===== src/rtl/tlb_flush_ctrl.sv =====
// -----------------------------------------------------------------------------
// tlb_flush_ctrl
//
// Sequences SFENCE.VMA-style flush requests from the commit/CSR stage into the
// shared flush port of the Sv32 ITLB/DTLB pair. Requests are buffered in a
// small FIFO. While anything is pending, new TLB lookups are blocked. The
// controller then waits for the page-table walker to drain and issues a
// single-cycle flush strobe to both TLBs.
//
// Ports
//   clk_i, rst_i              clock, asynchronous active-high reset
//   req_valid_i/req_ready_o   request handshake (accepted on valid && ready)
//   req_vaddr_i, req_asid_i   flush operands (rs1 / rs2)
//   req_vaddr_en_i            rs1 != x0 : qualify the flush by vaddr
//   req_asid_en_i             rs2 != x0 : qualify the flush by ASID
//   ptw_busy_i                page-table walk in flight
//   lu_block_o                suppress new ITLB/DTLB lookups
//   flush_itlb_o/flush_dtlb_o one-cycle flush strobes
//   vaddr_/asid_to_be_flushed_o, flush_by_vaddr_o, flush_by_asid_o
//                             operands of the flush, valid only with the strobe
//   done_o                    one-cycle pulse per completed flush
//   pending_o                 FIFO non-empty or sequencer busy
// -----------------------------------------------------------------------------
module tlb_flush_ctrl #(
    parameter int unsigned ASID_WIDTH = 9,
    parameter int unsigned VLEN       = 32,
    parameter int unsigned FIFO_DEPTH = 2
) (
    input  logic                  clk_i,
    input  logic                  rst_i,
    input  logic                  req_valid_i,
    output logic                  req_ready_o,
    input  logic [VLEN-1:0]       req_vaddr_i,
    input  logic [ASID_WIDTH-1:0] req_asid_i,
    input  logic                  req_vaddr_en_i,
    input  logic                  req_asid_en_i,
    input  logic                  ptw_busy_i,
    output logic                  lu_block_o,
    output logic                  flush_itlb_o,
    output logic                  flush_dtlb_o,
    output logic [VLEN-1:0]       vaddr_to_be_flushed_o,
    output logic [ASID_WIDTH-1:0] asid_to_be_flushed_o,
    output logic                  flush_by_vaddr_o,
    output logic                  flush_by_asid_o,
    output logic                  done_o,
    output logic                  pending_o
);

    // FIFO_DEPTH is a power of two, so the pointers wrap by plain overflow.
    localparam int unsigned PTR_W = $clog2(FIFO_DEPTH);
    localparam int unsigned CNT_W = PTR_W + 1;

    typedef struct packed {
        logic [VLEN-1:0]       vaddr;
        logic [ASID_WIDTH-1:0] asid;
        logic                  vaddr_en;
        logic                  asid_en;
    } flush_req_t;

    typedef enum logic [1:0] {
        ST_IDLE,
        ST_BLOCK,
        ST_FLUSH,
        ST_DONE
    } state_e;

    // -------------------------------------------------------------------------
    // Request FIFO
    // -------------------------------------------------------------------------
    flush_req_t             fifo_q [FIFO_DEPTH];
    logic [PTR_W-1:0]       wr_ptr_q, wr_ptr_d;
    logic [PTR_W-1:0]       rd_ptr_q, rd_ptr_d;
    logic [CNT_W-1:0]       count_q, count_d;

    state_e                 state_q, state_d;

    flush_req_t             req_in;
    flush_req_t             head;
    logic                   full, empty;
    logic                   push, pop;
    logic                   flush_all;

    assign req_in = '{vaddr:    req_vaddr_i,
                      asid:     req_asid_i,
                      vaddr_en: req_vaddr_en_i,
                      asid_en:  req_asid_en_i};

    assign full  = (count_q == CNT_W'(FIFO_DEPTH));
    assign empty = (count_q == '0);
    assign head  = fifo_q[rd_ptr_q];

    // Ready depends only on registered occupancy: a pop in the same cycle does
    // not open a slot for the requester until the next cycle.
    assign push  = req_valid_i & ~full;
    assign pop   = (state_q == ST_FLUSH);

    // A flush-all at the head subsumes every other queued entry, so the whole
    // FIFO is dropped in the same cycle instead of flushing them one by one.
    assign flush_all = pop & ~head.vaddr_en & ~head.asid_en;

    always_comb begin
        wr_ptr_d = wr_ptr_q;
        rd_ptr_d = rd_ptr_q;
        count_d  = count_q;

        if (push) begin
            wr_ptr_d = wr_ptr_q + PTR_W'(1);
        end

        if (flush_all) begin
            // Everything already stored is discarded; a request arriving in
            // this very cycle lands at wr_ptr_q and becomes the new head.
            rd_ptr_d = wr_ptr_q;
            count_d  = push ? CNT_W'(1) : '0;
        end else begin
            if (pop) begin
                rd_ptr_d = rd_ptr_q + PTR_W'(1);
            end
            if (push && !pop) begin
                count_d = count_q + CNT_W'(1);
            end else if (!push && pop) begin
                count_d = count_q - CNT_W'(1);
            end
        end
    end

    // Storage is not reset: discarding on reset is done through the pointers.
    always_ff @(posedge clk_i) begin
        if (push) begin
            fifo_q[wr_ptr_q] <= req_in;
        end
    end

    always_ff @(posedge clk_i or posedge rst_i) begin
        if (rst_i) begin
            wr_ptr_q <= '0;
            rd_ptr_q <= '0;
            count_q  <= '0;
        end else begin
            wr_ptr_q <= wr_ptr_d;
            rd_ptr_q <= rd_ptr_d;
            count_q  <= count_d;
        end
    end

    // -------------------------------------------------------------------------
    // Flush sequencer
    // -------------------------------------------------------------------------
    always_ff @(posedge clk_i or posedge rst_i) begin
        if (rst_i) begin
            state_q <= ST_IDLE;
        end else begin
            state_q <= state_d;
        end
    end

    always_comb begin
        state_d               = state_q;
        lu_block_o            = 1'b0;
        flush_itlb_o          = 1'b0;
        flush_dtlb_o          = 1'b0;
        vaddr_to_be_flushed_o = '0;
        asid_to_be_flushed_o  = '0;
        flush_by_vaddr_o      = 1'b0;
        flush_by_asid_o       = 1'b0;
        done_o                = 1'b0;

        unique case (state_q)
            ST_IDLE: begin
                // Leave IDLE on the same edge that writes the first entry so
                // lookups are blocked from the cycle after acceptance.
                if (!empty || push) begin
                    state_d = ST_BLOCK;
                end
            end

            ST_BLOCK: begin
                lu_block_o = 1'b1;
                // Any walk still in flight may refill the TLB with a stale
                // translation, so hold until the walker is idle.
                if (!ptw_busy_i) begin
                    state_d = ST_FLUSH;
                end
            end

            ST_FLUSH: begin
                lu_block_o            = 1'b1;
                flush_itlb_o          = 1'b1;
                flush_dtlb_o          = 1'b1;
                vaddr_to_be_flushed_o = head.vaddr;
                asid_to_be_flushed_o  = head.asid;
                flush_by_vaddr_o      = head.vaddr_en;
                flush_by_asid_o       = head.asid_en;
                state_d               = ST_DONE;
            end

            ST_DONE: begin
                done_o     = 1'b1;
                // Keep lookups blocked across back-to-back flushes.
                lu_block_o = !empty;
                state_d    = empty ? ST_IDLE : ST_BLOCK;
            end

            default: begin
                state_d = ST_IDLE;
            end
        endcase
    end

    assign req_ready_o = !full;
    assign pending_o   = !empty || (state_q != ST_IDLE);

endmodule


===== config.mk =====
export PLATFORM = sky130hd
export DESIGN_NAME = tlb_flush_ctrl
export DESIGN_NICKNAME = d
export VERILOG_FILES = /design/src/rtl/tlb_flush_ctrl.sv
export SDC_FILE = /design/constraint.sdc
export NUM_CORES = 1
export LEC_CHECK = 0
export ABC_AREA = 1
export ABC_CLOCK_PERIOD_IN_PS = 3900
export CORE_ASPECT_RATIO = 0.6
export CORE_MARGIN = 3
export CORE_UTILIZATION = 49
export CTS_BUF_LIST = sky130_fd_sc_hd__clkbuf_2
export CTS_CLUSTER_DIAMETER = 100
export DETAILED_ROUTE_END_ITERATION = 16
export GPL_TIMING_DRIVEN = 0
export PLACE_DENSITY = 0.8
export SYNTH_ARGS = -nofsm -noshare
export SYNTH_HDL_FRONTEND = slang
export SYNTH_SLANG_ARGS = --single-unit

===== constraint.sdc =====
create_clock -name clk_i -period 3.9 [get_ports clk_i]
set_clock_uncertainty 0.15 [all_clocks]
set_input_delay 0.78 -clock clk_i [delete_from_list [all_inputs] [get_ports clk_i]]
set_output_delay 0.78 -clock clk_i [all_outputs]
set_load 0.01 [all_outputs]

-- Yosys cells after proc, flatten, opt, wreduce, memory -nomap -nowiden
Memories as Yosys holds them, arrays and structs flattened.
Index checks and enable logic that the tools add are counted.
W data, S select, Z words.
- register bits: 6
- bits in writable memories: 86
- output and inout bits: 49
- memories: 1
- memories (memory ; depth ; bits a word ; read ports ; clocked after Yosys merged registers in ; write ports ; line ; source):
    fifo_q ; 2 ; 43 ; 1 ; 0 ; 1 ; 70 ; flush_req_t fifo_q [FIFO_DEPTH];
- add/subtract/negate cells: 4
- equality and inequality tests: 6
- multiplexer cells: 19
- bitwise logic cells: 6
- reductions and logical operators: 15
- operator list (cell ; count):
    $mux W32 ; 1
    $mux W1 ; 10
    $mux W2 ; 5
    $mux W9 ; 1
    $pmux W2 S4 ; 1
    $eq A2 B2 Y1 const B ; 3
    $logic_not A1 Y1 ; 4
    $logic_not A2 Y1 ; 2
    $ne A2 B2 Y1 const B ; 2
    $reduce_bool A2 Y1 ; 2
    $and A1 B1 Y1 ; 3
    $not A1 Y1 ; 3
    $reduce_bool A3 Y1 ; 1
    $add A1 B1 Y1 const B ; 2
    $add A2 B1 Y2 const B ; 1
    $eq A2 B1 Y1 const B ; 1
    $logic_and A1 B1 Y1 ; 2
    $logic_or A1 B1 Y1 ; 2
    $pmux W1 S2 ; 1
    $reduce_and A2 Y1 ; 1
    $reduce_or A2 Y1 ; 1
    $sub A2 B1 Y2 const B ; 1

-- Longest topological paths before layout
Gate-level depths: netlist of the first run.
- depth in word-level cells: 8
- gate-level depth with buffers: 9
- gate-level depth less buffers: 8

-- Worst setup path after synthesis of the first run
No wires, ideal clock.
- path type: input to register
- from: in req_valid_i
- to: mem fifo_q[1][0] (netlist bit), enable pin
- library setup time: 0.445 ns
- arrival: 2.682 ns
- required time: 3.305 ns
- path slack: 0.623 ns
- stages on the path: 2
- cell sequence: nand2_2 -> nor2_1
- longest elaborated chain between the ends: 3
- ends and longest elaborated chain (element ; line ; source):
    from (decl) ; 31 ; input logic req_valid_i,
    $and A1 B1 Y1 ; 94 ; assign push = req_valid_i & ~full;
    $mux W1 ; 129 ; if (push) begin
    $mux W1 (implied by the code) ; 130 ; fifo_q[wr_ptr_q] <= req_in;
    to (decl) ; 70 ;
Every way passes these cells.

-- Worst setup path in the final report of the first run
- from: reg state_q[0]
- to: out vaddr_to_be_flushed_o[23]
- longest elaborated chain between the ends: 2
- ends and longest elaborated chain (element ; line ; source):
    from (decl) ; 75 ; state_e state_q, state_d;
    from (signal assigned) ; 153 ; state_q <= state_d;
    $eq A2 B2 Y1 ; 168 ; unique case (state_q)
    $mux W32 ; 168 ;
    to (decl) ; 41 ; output logic [VLEN-1:0] vaddr_to_be_flushed_o,
Every way passes these cells.

==> results of run 1 <==
[layout by cell type, fill, tap and decap left out, drive strengths merged]
master / n
clkdlybuf4s50: 95
clkbuf: 15
nand2: 26
buf: 14
nand4: 2
ha: 5
bufinv: 3
nand3: 5
o21ai: 47
dfrtp: 6
clkinvlp: 1
edfxtp: 86
nor2: 97
a21oi: 1
inv: 18
[cell usage after synthesis (2+ instances only)]
cell	n
buf_2	10
nand2_2	5
dfrtp_1	6
o21ai_1	6
o21ai_0	40
nand2_4	4
edfxtp_1	86
ha_1	5
inv_2	2
nand2_1	17
nor2_2	3
nand4_1	2
nor2_1	94
clkbuf_1	2
inv_1	15
nand3_1	3
[metrics by stage]
step | util | hold WS, ps | cell area (sq um) | setup WS [ps] | cells
6_report | 0.687 | 323 | 5050 | 267 | 525
5_1_grt | 0.687 | 252 | 5050 | 4.27 | 525
4_1_cts | 0.687 | 282 | 5050 | 176 | 525
3_5_place_dp | 0.665 | 444 | 4900 | 824 | 509
3_3_place_gp | 0.658 | 380 | 4840 | -999 | 507
2_1_floorplan | - | 356 | 3760 | 623 | 308
[logic make-up after synthesis]
group	after synthesis	share of synthesized area
AOI/OAI and AO/OA	48	0.0649
adders and majority gates	5	0.0166
buffers and inverters	33	0.0409
DFF	92	0.727
and+or+nand+nor	130	0.151
[power breakdown]
part / total [mW] / leakage (nW) / switching [mW] / internal, mW
logic: 1.55 / 0.929 / 0.872 / 0.679
registers: 1.42 / 0.873 / 0.0805 / 1.34
clock network: 0.580 / 0.0924 / 0.296 / 0.284
[layer usage]
layer	vias up	global-route usage
met5	-	0
met4	0	0.0462
met2	102	0.312
met3	4	0.0600
met1	1153	0.259
li1	1268	-
[layout make-up]
| class | count | area (sq um) | area share |
|---|---|---|---|
| well taps | 104 | 130 | 0.0257 |
| flip-flops and latches | 92 | 2730 | 0.541 |
| inverters | 18 | 72.6 | 0.0144 |
| multi-input cells | 183 | 888 | 0.176 |
| repair buffers | 97 | 991 | 0.196 |
| plain buffers | 15 | 81.3 | 0.0161 |
| clock buffers | 12 | 60.1 | 0.0119 |
| clock inverters | 4 | 97.6 | 0.0193 |
[state kept, by name, summed over array words and instances (netlist names)]
signal,cells
fifo_q,86
rd_ptr_q,1
count_q,2
state_q,2
wr_ptr_q,1
[worst reg2reg max path: cells and delay by family, from the launching register on]
family	cells	cell delay, ps
buffers and inverters	2	360
flip-flops	1	470
AND/OR/NAND/NOR	3	650
[path summary, 6_finish.rpt]
kind	start	cells past startpoint	slack [ps]	endpoint
max in group asynchronous	rst_i	2	3020	rd_ptr_q$_DFFE_PP0P_
max reg2reg	count_q[0]$_DFFE_PP0P_	5	2000	fifo_q[1][40]$_DFFE_PP_
min reg2reg	wr_ptr_q$_DFFE_PP0P_	2	480	wr_ptr_q$_DFFE_PP0P_
min	rst_i	2	320	state_q[1]$_DFFE_PP0P_
min in group clk_i	wr_ptr_q$_DFFE_PP0P_	2	480	wr_ptr_q$_DFFE_PP0P_
max	state_q[0]$_DFFE_PP0P_	7	270	vaddr_to_be_flushed_o[23]
==> flow_summary_export.csv, run 1 <==
group,metric,value,unit
status,status,"finished, final reports clean",
sta,final_max_slew_viol_count,0,
sta,tightest_slew,550,ps
route,top_layer,"met4",
sta,relSlewSlack,0.633,
critical_path,critPathMostFrequentCell,"buf_2",
power,finalPower,3.55,mW
route,drc,0,
sta,fin_setup_tns,0,ps
clock_tree,cts_made_buffers,9,
sta,fin_crit,3630,ps
power,p_leak,1.89,nW
floorplanning,die_h,73.9,microns
route,routed_via_density,4.81,
route,drtPass1Iterations,5,
route,ant_nets,0,
route,route.met3.wl,681,microns
critical_path,start_kind,"flop",
route,first_iter_violations,214,
synthesis,synth_top_area_frac,0.687,
layout,nets,468,
sta,period_share,0.931,
power,power.density,703,nW/um^2
route,wire_per_inst,15.1,microns
route,dr_wl_met2,3630,microns
synthesis,synth-edff-count,86,
global_routing,grt_pass1_wl,12900,microns
synthesis,synthCells,308,
floorplanning,io_pins,96,
synthesis,synthFlopType,"edfxtp_1",
sta,finalSetupViolations,0,
place,place_hpwl,5580,microns
synthesis,synth.avg_cell_area,12.2,sq um
sta,rsz0062_at_grt,"false",
synthesis,synth_warnings,0,
global_routing,grt-ovfl-total,0,
critical_path,crit_chain,"inv_1 > ha_1 > buf_2 > buf_2 > o21ai_0 > nor2_1 > clkdlybuf4s50_1",
clock_tree,clk_latency,500,ps
worst_hold_path,hold_path_class,"in2async",
synthesis,syn_nets,360,
layout,drive_gt1_frac,0.121,
route,wl_met1,3590,microns
clock_tree,cts_tree,"done",
floorplanning,rows,24,
clock_tree,clkTransAtPathRegs,240,ps
place,globalplace.congestion,0.773,
floorplanning,core_area,7360,sq um
critical_path,slowest_delay,570,ps
critical_path,critPathArrivalTime,2700,ps
clock_tree,cts.path.max_buffers,2,
floorplanning,dieArea,8790,sq um
critical_path,cp_top_family,"buffers and inverters",
sta,max_freq,275,MHz
clock_tree,clock_sinks,92,
synthesis,async_flop_share,0.0652,
place,io_buffers,95,
layout,fillers,557,
sta,hold_violations,0,
synthesis,synth_area_leaders,"edfxtp_1 (69%), nor2_1 (9.4%), o21ai_0 (5.3%), dfrtp_1 (4.0%), nand2_1 (1.7%)",
global_routing,antenna_found_initial,0,
synthesis,ys_seq_area_frac,0.727,
synthesis,syn_area,3760,sq um
critical_path,crit_type,"reg2out",
synthesis,synth_area_leader_cell,"edfxtp_1",
clock_tree,cts-resized-gates,0,
power,worst_ir_drop_vdd,0.368,mV
critical_path,crit_buf_inv,4,
critical_path,cp_max_fo,10,
global_routing,grt_max_degree,30,
synthesis,netlist-cell-type-count,24,
global_routing,grt_use_total,0.193,
route,wl,7930,microns
global_routing,grt_pass1_vias,2566,
layout,syn2layout_area_growth,34.4,%
layout,antennaDiodeCount,0,
route,num_vias,2527,
floorplanning,initial_core_util,0.511,
clock_tree,cts_root_buf,"clkbuf_2",
clock_tree,cts_hold_buf,0,
clock_tree,h-tree-depth,3,
job,drv_cap,0,
critical_path,crit_path_end_kind,"output pin",
critical_path,required,2970,ps
critical_path,slowest_stage,"clkdlybuf4s50_1",
clock_tree,postCtsSetupBuffers,0,
synthesis,synth-seq-cells,92,
floorplanning,die_x,119,microns
No activity file was read; power rests on OpenSTA's default activity.
==> run 2, diff against run 1 <==
--- a/config.mk
+++ b/config.mk
@@ -11,9 +11,9 @@
 export CORE_MARGIN = 3
 export CORE_UTILIZATION = 49
 export CTS_BUF_LIST = sky130_fd_sc_hd__clkbuf_2
-export CTS_CLUSTER_DIAMETER = 100
+export CTS_CLUSTER_DIAMETER = 150
 export DETAILED_ROUTE_END_ITERATION = 16
-export GPL_TIMING_DRIVEN = 0
+export HOLD_SLACK_MARGIN = 0.15
 export PLACE_DENSITY = 0.8
 export SYNTH_ARGS = -nofsm -noshare
 export SYNTH_HDL_FRONTEND = slang
==> run 2 against run 1 <==
Critical path depth decreased by 1. Global-route usage increased by 0.18 points. Worst hold slack got worse by 28 ps. Critical path type unchanged. Critical endpoint is now asid_to_be_flushed_o[0]. Highest routed layer unchanged.
==> flow_summary_export.csv, run 2 (same netlist as run 1, synthesis figures left out) <==
group,metric,value,unit
layout,most-common-layout-cells,"clkdlybuf4s50_1 (95), nor2_1 (92), edfxtp_1 (86)",
clock_tree,cts_tree,"done",
critical_path,start_kind,"flop",
critical_path,critPathArrivalTime,2720,ps
place,place_hpwl,5730,microns
sta,fin_crit,3650,ps
route,drtPass1Iterations,5,
route,wl,8280,microns
power,switching_power,1.24,mW
worst_hold_path,hold_path_class,"in2async",
clock_tree,clkTransAtPathRegs,210,ps
power,p_seq_frac,0.419,
status,status,"finished, final reports clean",
floorplanning,die_x,119,microns
job,drv_cap,0,
sta,relSlewSlack,0.535,
clock_tree,cts.path.max_buffers,2,
global_routing,grt_max_degree,46,
route,ant_nets,0,
power,p_leak,1.83,nW
floorplanning,initial_core_util,0.511,
route,routed_via_density,5.05,
critical_path,rr_startpoint,"count_q[0]$_DFFE_PP0P_",
clock_tree,clk_latency,520,ps
layout,nets,458,
place,io_buffers,95,
sta,tightest_slew,695,ps
layout,syn2layout_area_growth,32.0,%
route,wire_per_inst,16.1,microns
clock_tree,clock_sinks,92,
clock_tree,cts_hold_buf,0,
critical_path,reg2regPathDepth,5,
power,worst_ir_drop_vdd,0.295,mV
route,first_iter_violations,213,
route,num_vias,2589,
layout,drive_gt1_frac,0.0978,
power,power.density,692,nW/um^2
power,p_int,2.19,mW
critical_path,required,2970,ps
critical_path,crit_path_end_kind,"output pin",
power,p_clk_frac,0.144,
sta,final_max_slew_viol_count,0,
route,drc,0,
critical_path,cp_max_fo,35,
global_routing,grt-ovfl-total,0,
place,placed_cell_area,4840,sq um
floorplanning,rows,24,
clock_tree,cts_made_buffers,9,
place,globalplace.congestion,0.839,
layout,final_common_cell,"clkdlybuf4s50_1",
layout,fin_area,4960,sq um
floorplanning,dieArea,8790,sq um
clock_tree,cts-resized-gates,0,
global_routing,grt_pass1_vias,2602,
sta,period_share,0.937,
power,switching_share,0.362,
sta,fin_setup_tns,0,ps
floorplanning,io_pins,96,
global_routing,antenna_found_initial,0,
critical_path,crit_type,"reg2out",
clock_tree,h-tree-depth,3,
floorplanning,die_h,73.9,microns
sta,hold_violations,0,
clock_tree,cts_root_buf,"clkbuf_2",
sta,rsz0062_at_grt,"false",
layout,antennaDiodeCount,0,
power,comb_power_share,0.437,
critical_path,r2r_end,"fifo_q[1][17]$_DFFE_PP_",
sta,max_freq,274,MHz
global_routing,grt_pass1_wl,13000,microns
global_routing,grt_use_total,0.194,
sta,finalSetupViolations,0,
layout,largest-register,"fifo_q",
clock_tree,postCtsSetupBuffers,0,
layout,reg_top3,"fifo_q: 86 flops, count_q: 2 flops, state_q: 2 flops",
critical_path,crit_start,"state_q[0]$_DFFE_PP0P_",
critical_path,r2r_slack,1860,ps
floorplanning,core_area,7360,sq um
layout,largest_reg_flops,86,
-- run 2: cell types whose count changed in the layout (fill, tap and decap cells not counted), sizes merged --
cell and change:
buf -7, clkbuf -6, bufinv -1, clkinvlp +1, clkinv +1
-- run 2: how the worst max path moves through the flow --
stage / cells after the start / to / slack, ps
after global routing: 6 / asid_to_be_flushed_o[0] / 20
after global placement: 6 / asid_to_be_flushed_o[0] / 910
final: 6 / asid_to_be_flushed_o[0] / 250
after floorplan: 2 / fifo_q[1][0]$_DFFE_PP_ / 620
after CTS: 6 / asid_to_be_flushed_o[0] / 180
after detailed placement: 6 / asid_to_be_flushed_o[0] / 830
-- run 2: power by group through the flow --
stage | Sequential, mW | Clock, mW | Combinational, mW
floorplan | 1.44 | 0 | 0.838
global placement | 1.45 | 0 | 1.48
detailed placement | 1.46 | 0 | 1.51
CTS | 1.44 | 0.508 | 1.52
global route | 1.46 | 0.545 | 1.65
finish | 1.44 | 0.493 | 1.50
-- run 2: metal layers --
layer | vias up | track usage | part of all wire
met5 | - | 0 | 0
met4 | 0 | 0.0436 | 0.0098
met3 | 10 | 0.0792 | 0.089
met2 | 124 | 0.316 | 0.46
met1 | 1214 | 0.249 | 0.44
li1 | 1241 | - | -
-- run 2: layout make-up --
type                    instances  area, sq um
flip-flops and latches         92         2730
fillers                       551         2390
repair buffers                102         1020
multi-input cells             183          888
well taps                     104          130
clock inverters                 5         78.8
inverters                      18         72.6
clock buffers                   9         45.0
-- run 2: worst max-delay path: stages (launching register included) --
cell             delay [ps]
dfrtp_1                 470
inv_1                   130
ha_1                    480
buf_12                  250
o21ai_0                 110
nor2_1                  170
clkdlybuf4s50_1         580
-- run 2: metrics by stage --
stage                     hold WS, ps  cells   util  setup WS (ps)  power, mW
after CTS                         264    513  0.675            183       3.47
after detailed placement          424    499  0.658            828       2.98
after global placement            398    499  0.658            906       2.94
final                             295    513  0.675            247       3.43
after floorplan                   356    308      -            623       2.28
after global routing              269    513  0.675           21.9       3.66
